[src/rtl/fpseq_if.sv]
// Signal bundle between the AWP control / F-PM unit and the FPU phase sequencer.
// The master drives instruction class and status flags; the sequencer drives phases and strobes.
interface fpseq_if;
  logic start;
  logic ad_sd, af_sf, mw_mf, dw_df, ff;
  logic g, fic, nz, ws, fault;
  logic f2, f4, f5, f6, f7, f8, f9, f10, f13;
  logic strob_fp, strob2_fp;
  logic busy, done, abort;

  modport master (
    output start, ad_sd, af_sf, mw_mf, dw_df, ff, g, fic, nz, ws, fault,
    input  f2, f4, f5, f6, f7, f8, f9, f10, f13, strob_fp, strob2_fp, busy, done, abort
  );

  modport slave (
    input  start, ad_sd, af_sf, mw_mf, dw_df, ff, g, fic, nz, ws, fault,
    output f2, f4, f5, f6, f7, f8, f9, f10, f13, strob_fp, strob2_fp, busy, done, abort
  );
endinterface

[src/rtl/fpseq.sv]
// FPU phase sequencer for the AWP path: walks the F2..F13 phase graph and
// produces registered one-hot phase lines, per-phase strobes and busy/done/abort.
module fpseq #(
  parameter int PHASE_TICKS = 4,
  parameter int MAX_LOOP    = 63
) (
  input  logic   __clk,
  input  logic   _0_f,
  fpseq_if.slave bus
);

  localparam int TW = $clog2(PHASE_TICKS);
  localparam logic [TW-1:0] TICK_LAST  = TW'(PHASE_TICKS - 1);
  localparam logic [TW-1:0] TICK_STROB = TW'(PHASE_TICKS - 2);
  localparam logic [5:0]    LOOP_MAX   = 6'(MAX_LOOP);

  localparam logic [3:0] S_IDLE = 4'd0;
  localparam logic [3:0] S_F2   = 4'd1;
  localparam logic [3:0] S_F4   = 4'd2;
  localparam logic [3:0] S_F5   = 4'd3;
  localparam logic [3:0] S_F6   = 4'd4;
  localparam logic [3:0] S_F7   = 4'd5;
  localparam logic [3:0] S_F8   = 4'd6;
  localparam logic [3:0] S_F9   = 4'd7;
  localparam logic [3:0] S_F10  = 4'd8;
  localparam logic [3:0] S_F13  = 4'd9;

  logic [3:0]    state_q, state_d;
  logic [TW-1:0] tick_q, tick_d;
  logic [5:0]    loop_q, loop_d;
  logic [8:0]    phase_q, phase_d;
  logic          strob_q, strob_d;
  logic          strob2_q, strob2_d;
  logic          busy_q, busy_d;
  logic          done_q, done_d;
  logic          abort_q, abort_d;
  logic          last_tick;
  logic          stay;
  logic          unused_class;

  // mw/dw are implied by the absence of ad/af, so only the latter steer the graph
  assign unused_class = bus.mw_mf ^ bus.dw_df;

  assign last_tick = (tick_q == TICK_LAST);
  assign stay      = ((state_q == S_F8) && !bus.fic) || ((state_q == S_F9) && bus.nz);

  always_comb begin
    state_d = state_q;
    tick_d  = tick_q;
    loop_d  = loop_q;
    done_d  = 1'b0;
    abort_d = 1'b0;
    if (state_q == S_IDLE) begin
      tick_d = '0;
      if (bus.start) state_d = S_F2;
    end else if (!last_tick) begin
      tick_d = tick_q + 1'b1;
    end else begin
      tick_d = '0;
      if (bus.fault) begin
        state_d = S_IDLE;
        abort_d = 1'b1;
      end else begin
        case (state_q)
          S_F2:  state_d = bus.ad_sd ? S_F6 : S_F4;
          S_F4:  state_d = bus.af_sf ? S_F5 : S_F8;
          S_F5:  state_d = bus.g ? S_F10 : S_F8;
          S_F6:  state_d = S_F7;
          S_F7:  state_d = bus.ff ? S_F9 : S_F13;
          S_F8, S_F9: begin
            if (!stay) begin
              state_d = (state_q == S_F8) ? S_F6 : S_F10;
            end else if (loop_q == LOOP_MAX) begin
              state_d = S_IDLE;
              abort_d = 1'b1;
            end else begin
              loop_d = loop_q + 6'd1;
            end
          end
          S_F10: state_d = bus.ws ? S_F7 : S_F13;
          S_F13: begin
            state_d = S_IDLE;
            done_d  = 1'b1;
          end
          default: state_d = S_IDLE;
        endcase
      end
      // A fresh F8/F9 run starts counting from zero
      if ((state_d == S_F8 || state_d == S_F9) && state_d != state_q) loop_d = '0;
    end
  end

  always_comb begin
    phase_d = '0;
    case (state_d)
      S_F2:    phase_d[0] = 1'b1;
      S_F4:    phase_d[1] = 1'b1;
      S_F5:    phase_d[2] = 1'b1;
      S_F6:    phase_d[3] = 1'b1;
      S_F7:    phase_d[4] = 1'b1;
      S_F8:    phase_d[5] = 1'b1;
      S_F9:    phase_d[6] = 1'b1;
      S_F10:   phase_d[7] = 1'b1;
      S_F13:   phase_d[8] = 1'b1;
      default: phase_d    = '0;
    endcase
    busy_d   = (state_d != S_IDLE);
    strob_d  = busy_d && (tick_d == TICK_STROB);
    strob2_d = busy_d && (tick_d == TICK_LAST);
  end

  always_ff @(posedge __clk) begin
    if (_0_f) begin
      state_q  <= S_IDLE;
      tick_q   <= '0;
      loop_q   <= '0;
      phase_q  <= '0;
      strob_q  <= 1'b0;
      strob2_q <= 1'b0;
      busy_q   <= 1'b0;
      done_q   <= 1'b0;
      abort_q  <= 1'b0;
    end else begin
      state_q  <= state_d;
      tick_q   <= tick_d;
      loop_q   <= loop_d;
      phase_q  <= phase_d;
      strob_q  <= strob_d;
      strob2_q <= strob2_d;
      busy_q   <= busy_d;
      done_q   <= done_d;
      abort_q  <= abort_d;
    end
  end

  assign bus.f2        = phase_q[0];
  assign bus.f4        = phase_q[1];
  assign bus.f5        = phase_q[2];
  assign bus.f6        = phase_q[3];
  assign bus.f7        = phase_q[4];
  assign bus.f8        = phase_q[5];
  assign bus.f9        = phase_q[6];
  assign bus.f10       = phase_q[7];
  assign bus.f13       = phase_q[8];
  assign bus.strob_fp  = strob_q;
  assign bus.strob2_fp = strob2_q;
  assign bus.busy      = busy_q;
  assign bus.done      = done_q;
  assign bus.abort     = abort_q;

endmodule

[src/flat_wrapper.sv]
// flat-port wrapper written by rule: the top's interface ports become plain ports
module fpseq_flat 
#(
  parameter int PHASE_TICKS = 4,
  parameter int MAX_LOOP    = 63
)
  (__clk, _0_f, bus_start, bus_ad_sd, bus_af_sf, bus_mw_mf, bus_dw_df, bus_ff, bus_g, bus_fic, bus_nz, bus_ws, bus_fault, bus_f2, bus_f4, bus_f5, bus_f6, bus_f7, bus_f8, bus_f9, bus_f10, bus_f13, bus_strob_fp, bus_strob2_fp, bus_busy, bus_done, bus_abort);
  fpseq_if bus_i ();
  input  logic __clk;
  input  logic _0_f;
  input wire logic [$bits(bus_i.start)-1:0] bus_start;
  input wire logic [$bits(bus_i.ad_sd)-1:0] bus_ad_sd;
  input wire logic [$bits(bus_i.af_sf)-1:0] bus_af_sf;
  input wire logic [$bits(bus_i.mw_mf)-1:0] bus_mw_mf;
  input wire logic [$bits(bus_i.dw_df)-1:0] bus_dw_df;
  input wire logic [$bits(bus_i.ff)-1:0] bus_ff;
  input wire logic [$bits(bus_i.g)-1:0] bus_g;
  input wire logic [$bits(bus_i.fic)-1:0] bus_fic;
  input wire logic [$bits(bus_i.nz)-1:0] bus_nz;
  input wire logic [$bits(bus_i.ws)-1:0] bus_ws;
  input wire logic [$bits(bus_i.fault)-1:0] bus_fault;
  output wire logic [$bits(bus_i.f2)-1:0] bus_f2;
  output wire logic [$bits(bus_i.f4)-1:0] bus_f4;
  output wire logic [$bits(bus_i.f5)-1:0] bus_f5;
  output wire logic [$bits(bus_i.f6)-1:0] bus_f6;
  output wire logic [$bits(bus_i.f7)-1:0] bus_f7;
  output wire logic [$bits(bus_i.f8)-1:0] bus_f8;
  output wire logic [$bits(bus_i.f9)-1:0] bus_f9;
  output wire logic [$bits(bus_i.f10)-1:0] bus_f10;
  output wire logic [$bits(bus_i.f13)-1:0] bus_f13;
  output wire logic [$bits(bus_i.strob_fp)-1:0] bus_strob_fp;
  output wire logic [$bits(bus_i.strob2_fp)-1:0] bus_strob2_fp;
  output wire logic [$bits(bus_i.busy)-1:0] bus_busy;
  output wire logic [$bits(bus_i.done)-1:0] bus_done;
  output wire logic [$bits(bus_i.abort)-1:0] bus_abort;
  assign bus_i.start = bus_start;
  assign bus_i.ad_sd = bus_ad_sd;
  assign bus_i.af_sf = bus_af_sf;
  assign bus_i.mw_mf = bus_mw_mf;
  assign bus_i.dw_df = bus_dw_df;
  assign bus_i.ff = bus_ff;
  assign bus_i.g = bus_g;
  assign bus_i.fic = bus_fic;
  assign bus_i.nz = bus_nz;
  assign bus_i.ws = bus_ws;
  assign bus_i.fault = bus_fault;
  assign bus_f2 = bus_i.f2;
  assign bus_f4 = bus_i.f4;
  assign bus_f5 = bus_i.f5;
  assign bus_f6 = bus_i.f6;
  assign bus_f7 = bus_i.f7;
  assign bus_f8 = bus_i.f8;
  assign bus_f9 = bus_i.f9;
  assign bus_f10 = bus_i.f10;
  assign bus_f13 = bus_i.f13;
  assign bus_strob_fp = bus_i.strob_fp;
  assign bus_strob2_fp = bus_i.strob2_fp;
  assign bus_busy = bus_i.busy;
  assign bus_done = bus_i.done;
  assign bus_abort = bus_i.abort;
  fpseq #(.PHASE_TICKS(PHASE_TICKS), .MAX_LOOP(MAX_LOOP)) u_core (.__clk(__clk), ._0_f(_0_f), .bus(bus_i));
endmodule
[config.mk]
export PLATFORM = sky130hd
export DESIGN_NAME = fpseq_flat
export DESIGN_NICKNAME = d
export VERILOG_FILES = /design/src/rtl/fpseq_if.sv /design/src/rtl/fpseq.sv /design/src/flat_wrapper.sv
export SDC_FILE = /design/constraint.sdc
export NUM_CORES = 1
export LEC_CHECK = 0
export ABC_AREA = 1
export CORE_MARGIN = 2
export CORE_UTILIZATION = 40
export DETAILED_ROUTE_END_ITERATION = 12
export PLACE_DENSITY = 0.67
export SLEW_MARGIN = 20
export SYNTH_ARGS = -nofsm -noshare
export SYNTH_HDL_FRONTEND = slang
export SYNTH_SLANG_ARGS = --single-unit
[constraint.sdc]
create_clock -name __clk -period 4.72 [get_ports __clk]
set_input_delay 0.472 -clock __clk [delete_from_list [all_inputs] [get_ports __clk]]
set_output_delay 0.472 -clock __clk [all_outputs]
set_load 0.01 [all_outputs]
==> impl_metrics.env, run 1 <==
export IMPL_status="finished, final reports clean"
export IMPL_diodes=0
export IMPL_synth_cells=196
export IMPL_num_vias=1205
export IMPL_cp_arrival_ns=2.17
export IMPL_final_hold_viol_count=0
export IMPL_min_to="u_core.loop_q[4]"
export IMPL_clkLatencyLatePin_ns=0.31
export IMPL_cts_htree_levels=1
export IMPL_total_global_routing_overflow=0
export IMPL_worstPathRequired_ns=4.98
export IMPL_mappedNetlistNets=211
export IMPL_max_clock_path_buffers=2
export IMPL_share_of_final_layout_standard_cells_stronger_than_drive_strength_1_pct=17.0
export IMPL_worst_slew_pin_slew_ns=0.482
export IMPL_dr_first_iter_drc_count=57
export IMPL_worstPathMaxFanout=6
export IMPL_worst_setup_slack_after_layout_ns=2.81
export IMPL_pin_count=27
export IMPL_most_common_layout_cells="nand2_1 (45), nor2_1 (41), dfxtp_1 (26)"
export IMPL_die_y_microns=62.7
export IMPL_timing_worst_setup_path_type="reg2reg"
export IMPL_ys_ff_latch=26
export IMPL_cell_pwr_density_nw_per_um2=240
export IMPL_clk_root_buffer_cell="clkbuf_4"
export IMPL_min_path_cells=2
export IMPL_skew_ns=0.00496
export IMPL_worstReg2RegEnd="u_core.loop_q[0]"
export IMPL_placeable_core_area_sq_um=3310
export IMPL_die_area_sq_um=3930
export IMPL_rsz0062_at_grt="no"
export IMPL_finalCoreUtilization_pct=52.2
export IMPL_synth_sequential_area_ratio_pct=37.8
export IMPL_cap_viol_max_count=0
export IMPL_holdCritPathClass="reg2reg"
export IMPL_fillerInstances=342
export IMPL_syn_avg_cell_area_sq_um=7.02
export IMPL_clkSinkCount=26
export IMPL_post_route_setup_tns_ns=0
export IMPL_clkSlewWorstSetupHoldPaths_ns=0.13
export IMPL_cts_resized=0
export IMPL_dp_worst_setup_slack_ns=2.58
export IMPL_netlist_area_sq_um=1380
export IMPL_final_max_slew_violation_count=0
export IMPL_drtAntennaViolNets=0
export IMPL_rr_startpoint="u_core.loop_q[0]"
export IMPL_chipWidth_microns=62.7
export IMPL_std_cell_rows=21
export IMPL_synth_distinct_cells=27
export IMPL_port_buffer_count=24
export IMPL_synth_yosys_warnings=0
export IMPL_vias_per_cell=4.46
export IMPL_routed_wirelength_microns=2760
export IMPL_cts_made_buffers=3
export IMPL_leakage_nw=0.761
export IMPL_route_detailed_drc=0
export IMPL_relSlewSlack_pct=67.8
export IMPL_drt_first_pass_iters=4
export IMPL_design_final_nets=240
export IMPL_logic_depth_of_the_worst_register_to_register_path=13
export IMPL_max_clock_freq_ghz=0.525
export IMPL_cts_tree="built"
export IMPL_critPathLaunchType="register"
export IMPL_antenna_found_initial=0
export IMPL_timing_final_crit_period_ns=1.91
export IMPL_postCtsSetupRepairBufs=0
export IMPL_grt_max_degree=16
export IMPL_timing_final_setup_violations=0
export IMPL_final_worst_path_period_share_pct=40.4
export IMPL_endpoint_class_of_the_critical_path="register"
export IMPL_worst_hold_startpoint="u_core.loop_q[4]"
export IMPL_track_usage_pct=15.8
export IMPL_worst_r2r_setup_slack_ns=2.81
export IMPL_wire_length_of_the_first_global_routing_pass_microns=5050
export IMPL_cts_hold_repair_buffers=0
export IMPL_gp_congestion=0.851
export IMPL_first_global_vias=1196
export IMPL_routed_wire_length_per_instance_microns=10.2
export IMPL_most_common_cell_after_layout_fill_and_taps_aside="nand2_1"
export IMPL_synthToLayoutAreaGrowth_pct=25.5
export IMPL_effective_utilization_at_floorplan_pct=41.6
export IMPL_max_vdd_ir_drop_uv=164
export IMPL_hpwl_microns=2200
cell usage after synthesis:
library cell | count | area (sq um)
dfxtp_1 | 26 | 521
nand3_1 | 15 | 75.1
nand4_1 | 1 | 6.26
nor2_2 | 7 | 43.8
nand3_2 | 3 | 30.0
xor2_1 | 3 | 26.3
nor2_8 | 1 | 20.0
xnor2_1 | 1 | 8.76
inv_2 | 8 | 30.0
a21boi_0 | 1 | 7.51
nand2_4 | 3 | 33.8
inv_1 | 19 | 71.3
o211ai_2 | 1 | 12.5
a21boi_2 | 1 | 11.3
a21oi_1 | 2 | 10.0
ha_1 | 2 | 25.0
nor3_1 | 3 | 15.0
nand2_1 | 45 | 169
nand2_2 | 5 | 31.3
o21ai_2 | 1 | 8.76
o21ai_4 | 1 | 16.3
nor2_4 | 2 | 22.5
o22ai_1 | 1 | 6.26
o21ai_1 | 1 | 5.00
a21oi_2 | 1 | 8.76
nor2_1 | 41 | 154
a211oi_1 | 1 | 7.51
worst max path at each step:
stage	start	end	slack, ns
final	u_core.loop_q[0]	u_core.loop_q[0]	2.81
after global placement	bus_fic	u_core.loop_q[1]	2.60
after global routing	u_core.loop_q[0]	u_core.loop_q[0]	2.58
after floorplan	u_core.loop_q[0]	u_core.loop_q[1]	3.06
after CTS	u_core.loop_q[0]	u_core.loop_q[0]	2.82
after detailed placement	bus_fic	u_core.loop_q[3]	2.58
report_power, final:
group	switching [mW]	total [mW]	internal, mW
Combinational	0.0221	0.0393	0.0172
Clock	0.0642	0.150	0.0858
Sequential	0.00243	0.225	0.223
registers in the layout, summed over array words and instances, names as in the netlist:
name	flops
u_core.phase_q	9
u_core.bus.strob_fp	1
u_core.state_q	4
u_core.loop_q	6
u_core.bus.strob2_fp	1
u_core.tick_q	2
u_core.bus.abort	1
u_core.bus.done	1
u_core.bus.busy	1
stage by stage:
| stage | hold WS (ns) | std cells | cell area [sq um] | power, mW |
|---|---|---|---|---|
| floorplan | 0.476 | 196 | 1380 | 0.251 |
| global placement | 0.492 | 266 | 1670 | 0.269 |
| detailed placement | 0.504 | 266 | 1670 | 0.269 |
| CTS | 0.527 | 270 | 1730 | 0.420 |
| global route | 0.584 | 270 | 1730 | 0.437 |
| finish | 0.523 | 270 | 1730 | 0.414 |
routing by layer:
metal | wire length, microns | global-route usage (%) | up-vias
met2 | 1240 | 26.6 | 15
met1 | 1420 | 20.2 | 519
li1 | - | - | 669
met3 | 70 | 2.52 | 2
met5 | 0 | 0 | -
met4 | 27 | 5.83 | 0
kinds of logic (layout without fill, tap and decap cells):
group | count (synthesis) | after routing | share of synthesized area (%)
and+or+nand+nor | 126 | 126 | 43.6
adders and majority gates | 2 | 2 | 1.82
xor gates and xnor gates | 4 | 4 | 2.55
DFF | 26 | 26 | 37.8
buffers and inverters | 27 | 55 | 7.36
AOI/OAI and AO/OA | 11 | 11 | 6.82
critical path, cell delays in order (launching register included):
cell and delay, ns:
dfxtp_1 0.40, ha_1 0.22, nand3_2 0.15, nor2_1 0.15, nor2_1 0.06, nand2_1 0.06
nand2_1 0.05, nand2_1 0.10, nand2_1 0.07, nand2_2 0.10, nand2_4 0.09, a21boi_2 0.23
nor2_1 0.06, nor2_1 0.10
layout make-up:
class | instances | area [sq um] | share of cell area (%)
Clock inverter | 1 | 30.0 | 1.74
Multi-Input combinational cell | 143 | 754 | 43.7
Inverter | 27 | 101 | 5.87
Clock buffer | 3 | 22.5 | 1.30
Tap cell | 46 | 57.6 | 3.33
Sequential cell | 26 | 520 | 30.1
Timing Repair Buffer | 24 | 240 | 13.9
Power figures use the tool's default switching activity.
==> run 2: changes to the inputs <==
--- a/config.mk
+++ b/config.mk
@@ -9,7 +9,7 @@
 export CORE_MARGIN = 2
 export CORE_UTILIZATION = 40
 export DETAILED_ROUTE_END_ITERATION = 12
-export PLACE_DENSITY = 0.67
+export PLACE_DENSITY = 0.7
 export SLEW_MARGIN = 20
 export SYNTH_ARGS = -nofsm -noshare
 export SYNTH_HDL_FRONTEND = slang
==> constraint.sdc (replaced) <==
create_clock -name __clk -period 1.7 [get_ports __clk]
set_input_delay 0.17 -clock __clk [delete_from_list [all_inputs] [get_ports __clk]]
set_output_delay 0.17 -clock __clk [all_outputs]
set_load 0.01 [all_outputs]
==> run 2 against run 1 <==
The flow now finishes with violations (setup timing). Clock power grew to 2.7 times the previous value. Global-route usage increased by 0.49 points. Clock skew decreased by 0.00075 ns. Final cell count up 9.6%. Flip-flop and latch count did not move. Critical path type unchanged. Worst hold slack got worse by 0.012 ns. Largest power group unchanged. Sequential share of layout area is 4.5 points lower. Power rose to 2.8 times the previous value. Die area unchanged. Non-clock buffer count up 26.
==> impl_metrics.env, run 2 (synthesis results as in run 1) <==
export IMPL_crit_top_cell="nand2_1"
export IMPL_clkSinkCount=26
export IMPL_largest_register_ffs=9
export IMPL_timing_final_crit_period_ns=1.72
export IMPL_worstPathRequired_ns=1.93
export IMPL_wire_length_of_the_first_global_routing_pass_microns=5200
export IMPL_placeable_core_area_sq_um=3310
export IMPL_track_usage_pct=16.3
export IMPL_switching_power_uw=248
export IMPL_dr_first_iter_drc_count=53
export IMPL_diodes=0
export IMPL_antenna_found_initial=0
export IMPL_critical_path_max_stage_delay_ns=0.40
export IMPL_total_global_routing_overflow=0
export IMPL_cap_viol_max_count=0
export IMPL_worstPathMaxFanout=6
export IMPL_num_vias=1324
export IMPL_critical_path_slowest_cell="dfxtp_4"
export IMPL_dp_worst_setup_slack_ns=-0.0811
export IMPL_leakage_nw=0.912
export IMPL_die_y_microns=62.7
export IMPL_timing_final_setup_violations=5
export IMPL_timing_worst_setup_path_type="reg2reg"
export IMPL_critPathLaunchType="register"
export IMPL_critical_path_cell_chain="inv_4 -> nor2_4 -> nand3_2 -> nand2_4 -> nand2_1 -> nand2_1 -> nand2_2 -> nand2_2 -> nand2_4 -> nand2_8 -> nand2_8 -> nand2_8 -> nand2_1 -> nand2_1 -> nor2_2"
export IMPL_rsz0062_at_grt="yes"
export IMPL_design_final_nets=266
export IMPL_hpwl_microns=2380
export IMPL_relSlewSlack_pct=81.5
export IMPL_skew_ns=0.00421
export IMPL_vias_per_cell=4.47
export IMPL_whs_ns=0.511
export IMPL_chipWidth_microns=62.7
export IMPL_max_clock_path_buffers=2
export IMPL_first_global_vias=1254
export IMPL_cts_hold_repair_buffers=0
export IMPL_holdCritPathClass="reg2reg"
export IMPL_cp_arrival_ns=1.94
export IMPL_share_of_final_layout_standard_cells_stronger_than_drive_strength_1_pct=36.4
export IMPL_status="finished with violations"
export IMPL_most_common_layout_cells="nand2_1 (37), nor2_1 (33), clkdlybuf4s50_1 (24), buf_4 (24), dfxtp_1 (20)"
export IMPL_critical_path_top_delay_family="simple AND/OR/NAND/NOR gates"
export IMPL_route_detailed_drc=0
export IMPL_top_register="u_core.phase_q"
export IMPL_critical_path_n_buffers_inverters=1
export IMPL_effective_utilization_at_floorplan_pct=41.6
export IMPL_max_vdd_ir_drop_uv=694
export IMPL_synthToLayoutAreaGrowth_pct=52.5
export IMPL_pin_count=27
export IMPL_gp_congestion=0.863
export IMPL_power_report_internal_total_uw=910
export IMPL_worst_setup_slack_after_layout_ns=-0.0170
export IMPL_clkSlewWorstSetupHoldPaths_ns=0.13
export IMPL_endpoint_class_of_the_critical_path="register"
export IMPL_routed_wire_length_per_instance_microns=10.2
export IMPL_std_cell_rows=21
export IMPL_reg_largest_list="u_core.phase_q x9, u_core.loop_q x6, u_core.state_q x4"
export IMPL_cts_tree="built"
export IMPL_failing_checks="setup timing"
export IMPL_cts_htree_levels=1
export IMPL_drtAntennaViolNets=0
export IMPL_drt_first_pass_iters=6
export IMPL_clk_root_buffer_cell="clkbuf_4"
export IMPL_clkLatencyLatePin_ns=0.31
export IMPL_die_area_sq_um=3930
export IMPL_seq_power_share_pct=53.6
export IMPL_switching_share_pct=21.4
export IMPL_cts_made_buffers=3
export IMPL_cell_pwr_density_nw_per_um2=552
export IMPL_final_max_slew_violation_count=0
export IMPL_routed_wirelength_microns=3010
export IMPL_max_clock_freq_ghz=0.582
export IMPL_final_hold_viol_count=0
export IMPL_clkPwrFrac_pct=35.3
export IMPL_grt_max_degree=16
export IMPL_port_buffer_count=24
export IMPL_most_common_cell_after_layout_fill_and_taps_aside="nand2_1"
export IMPL_final_worst_path_period_share_pct=101
export IMPL_comb_power_share_pct=11.1
export IMPL_worst_slew_pin_slew_ns=0.276
-- run 2: power groups by stage --
stage                     clock (mW)  sequential [mW]  combinational, mW
after global routing           0.457            0.622              0.143
after global placement             0            0.638              0.118
final                          0.409            0.621              0.128
after floorplan                    0            0.640             0.0582
after detailed placement           0            0.639              0.118
after CTS                      0.428            0.624              0.121
-- run 2: final cells by class --
cell class	instances	area [sq um]
fillers	303	1210
multi-input cells	143	903
flip-flops and latches	26	538
repair buffers	50	443
inverters	27	104
well taps	46	57.6
clock inverters	1	30.0
clock buffers	3	22.5
-- run 2: worst reg2reg max path: stages (launching register included) --
cell	delay (ns)
dfxtp_4	0.40
inv_4	0.04
nor2_4	0.16
nand3_2	0.15
nand2_4	0.11
nand2_1	0.05
nand2_1	0.06
nand2_2	0.07
nand2_2	0.10
nand2_4	0.09
nand2_8	0.10
nand2_8	0.07
nand2_8	0.07
nand2_1	0.05
nand2_1	0.06
nor2_2	0.03
-- run 2: per-layer routing --
metal | global-route usage (%) | wire [microns] | part of all wire [%]
met1 | 20.4 | 1450 | 48
met2 | 28.2 | 1440 | 48
met3 | 2.52 | 73 | 2.4
met4 | 5.83 | 43 | 1.4
met5 | 0 | 0 | 0
-- run 2: path summary, 6_finish.rpt --
| path | depth (start not counted) | end | slack [ns] | startpoint |
|---|---|---|---|---|
| setup / recovery | 15 | u_core.loop_q[3] | -0.02 | u_core.state_q[2] |
| hold / removal | 2 | u_core.loop_q[4] | 0.51 | u_core.loop_q[4] |
| setup reg to reg | 15 | u_core.loop_q[3] | -0.02 | u_core.state_q[2] |
| hold reg to reg | 2 | u_core.loop_q[4] | 0.51 | u_core.loop_q[4] |
-- run 2: timing repair --
action                     in CTS  in global routing
setup buffers                   1                  1
gates cloned                    0                  0
pin swaps                       7                  5
resized for setup              20                 29
setup endpoints to repair      17                 18
-- run 2: stage by stage --
stage,cell area (sq um),setup TNS (ns),instances,util [%],power [mW]
3_3_place_gp,1850,-0.767,290,56.0,0.757
2_1_floorplan,1380,0,196,-,0.698
3_5_place_dp,1850,-0.726,290,56.0,0.757
6_report,2100,-0.0412,296,63.4,1.16
4_1_cts,1970,-0.0163,295,59.5,1.17
5_1_grt,2100,-1.67,296,63.4,1.22
==> run 3: changes to the inputs <==
--- a/config.mk
+++ b/config.mk
@@ -9,6 +9,7 @@
 export CORE_MARGIN = 2
 export CORE_UTILIZATION = 40
 export DETAILED_ROUTE_END_ITERATION = 12
+export HOLD_SLACK_MARGIN = 0.15
 export PLACE_DENSITY = 0.7
 export SLEW_MARGIN = 20
 export SYNTH_ARGS = -nofsm -noshare
==> results of run 3 <==
Final layout, timing and power as in run 2 (identical DEF).
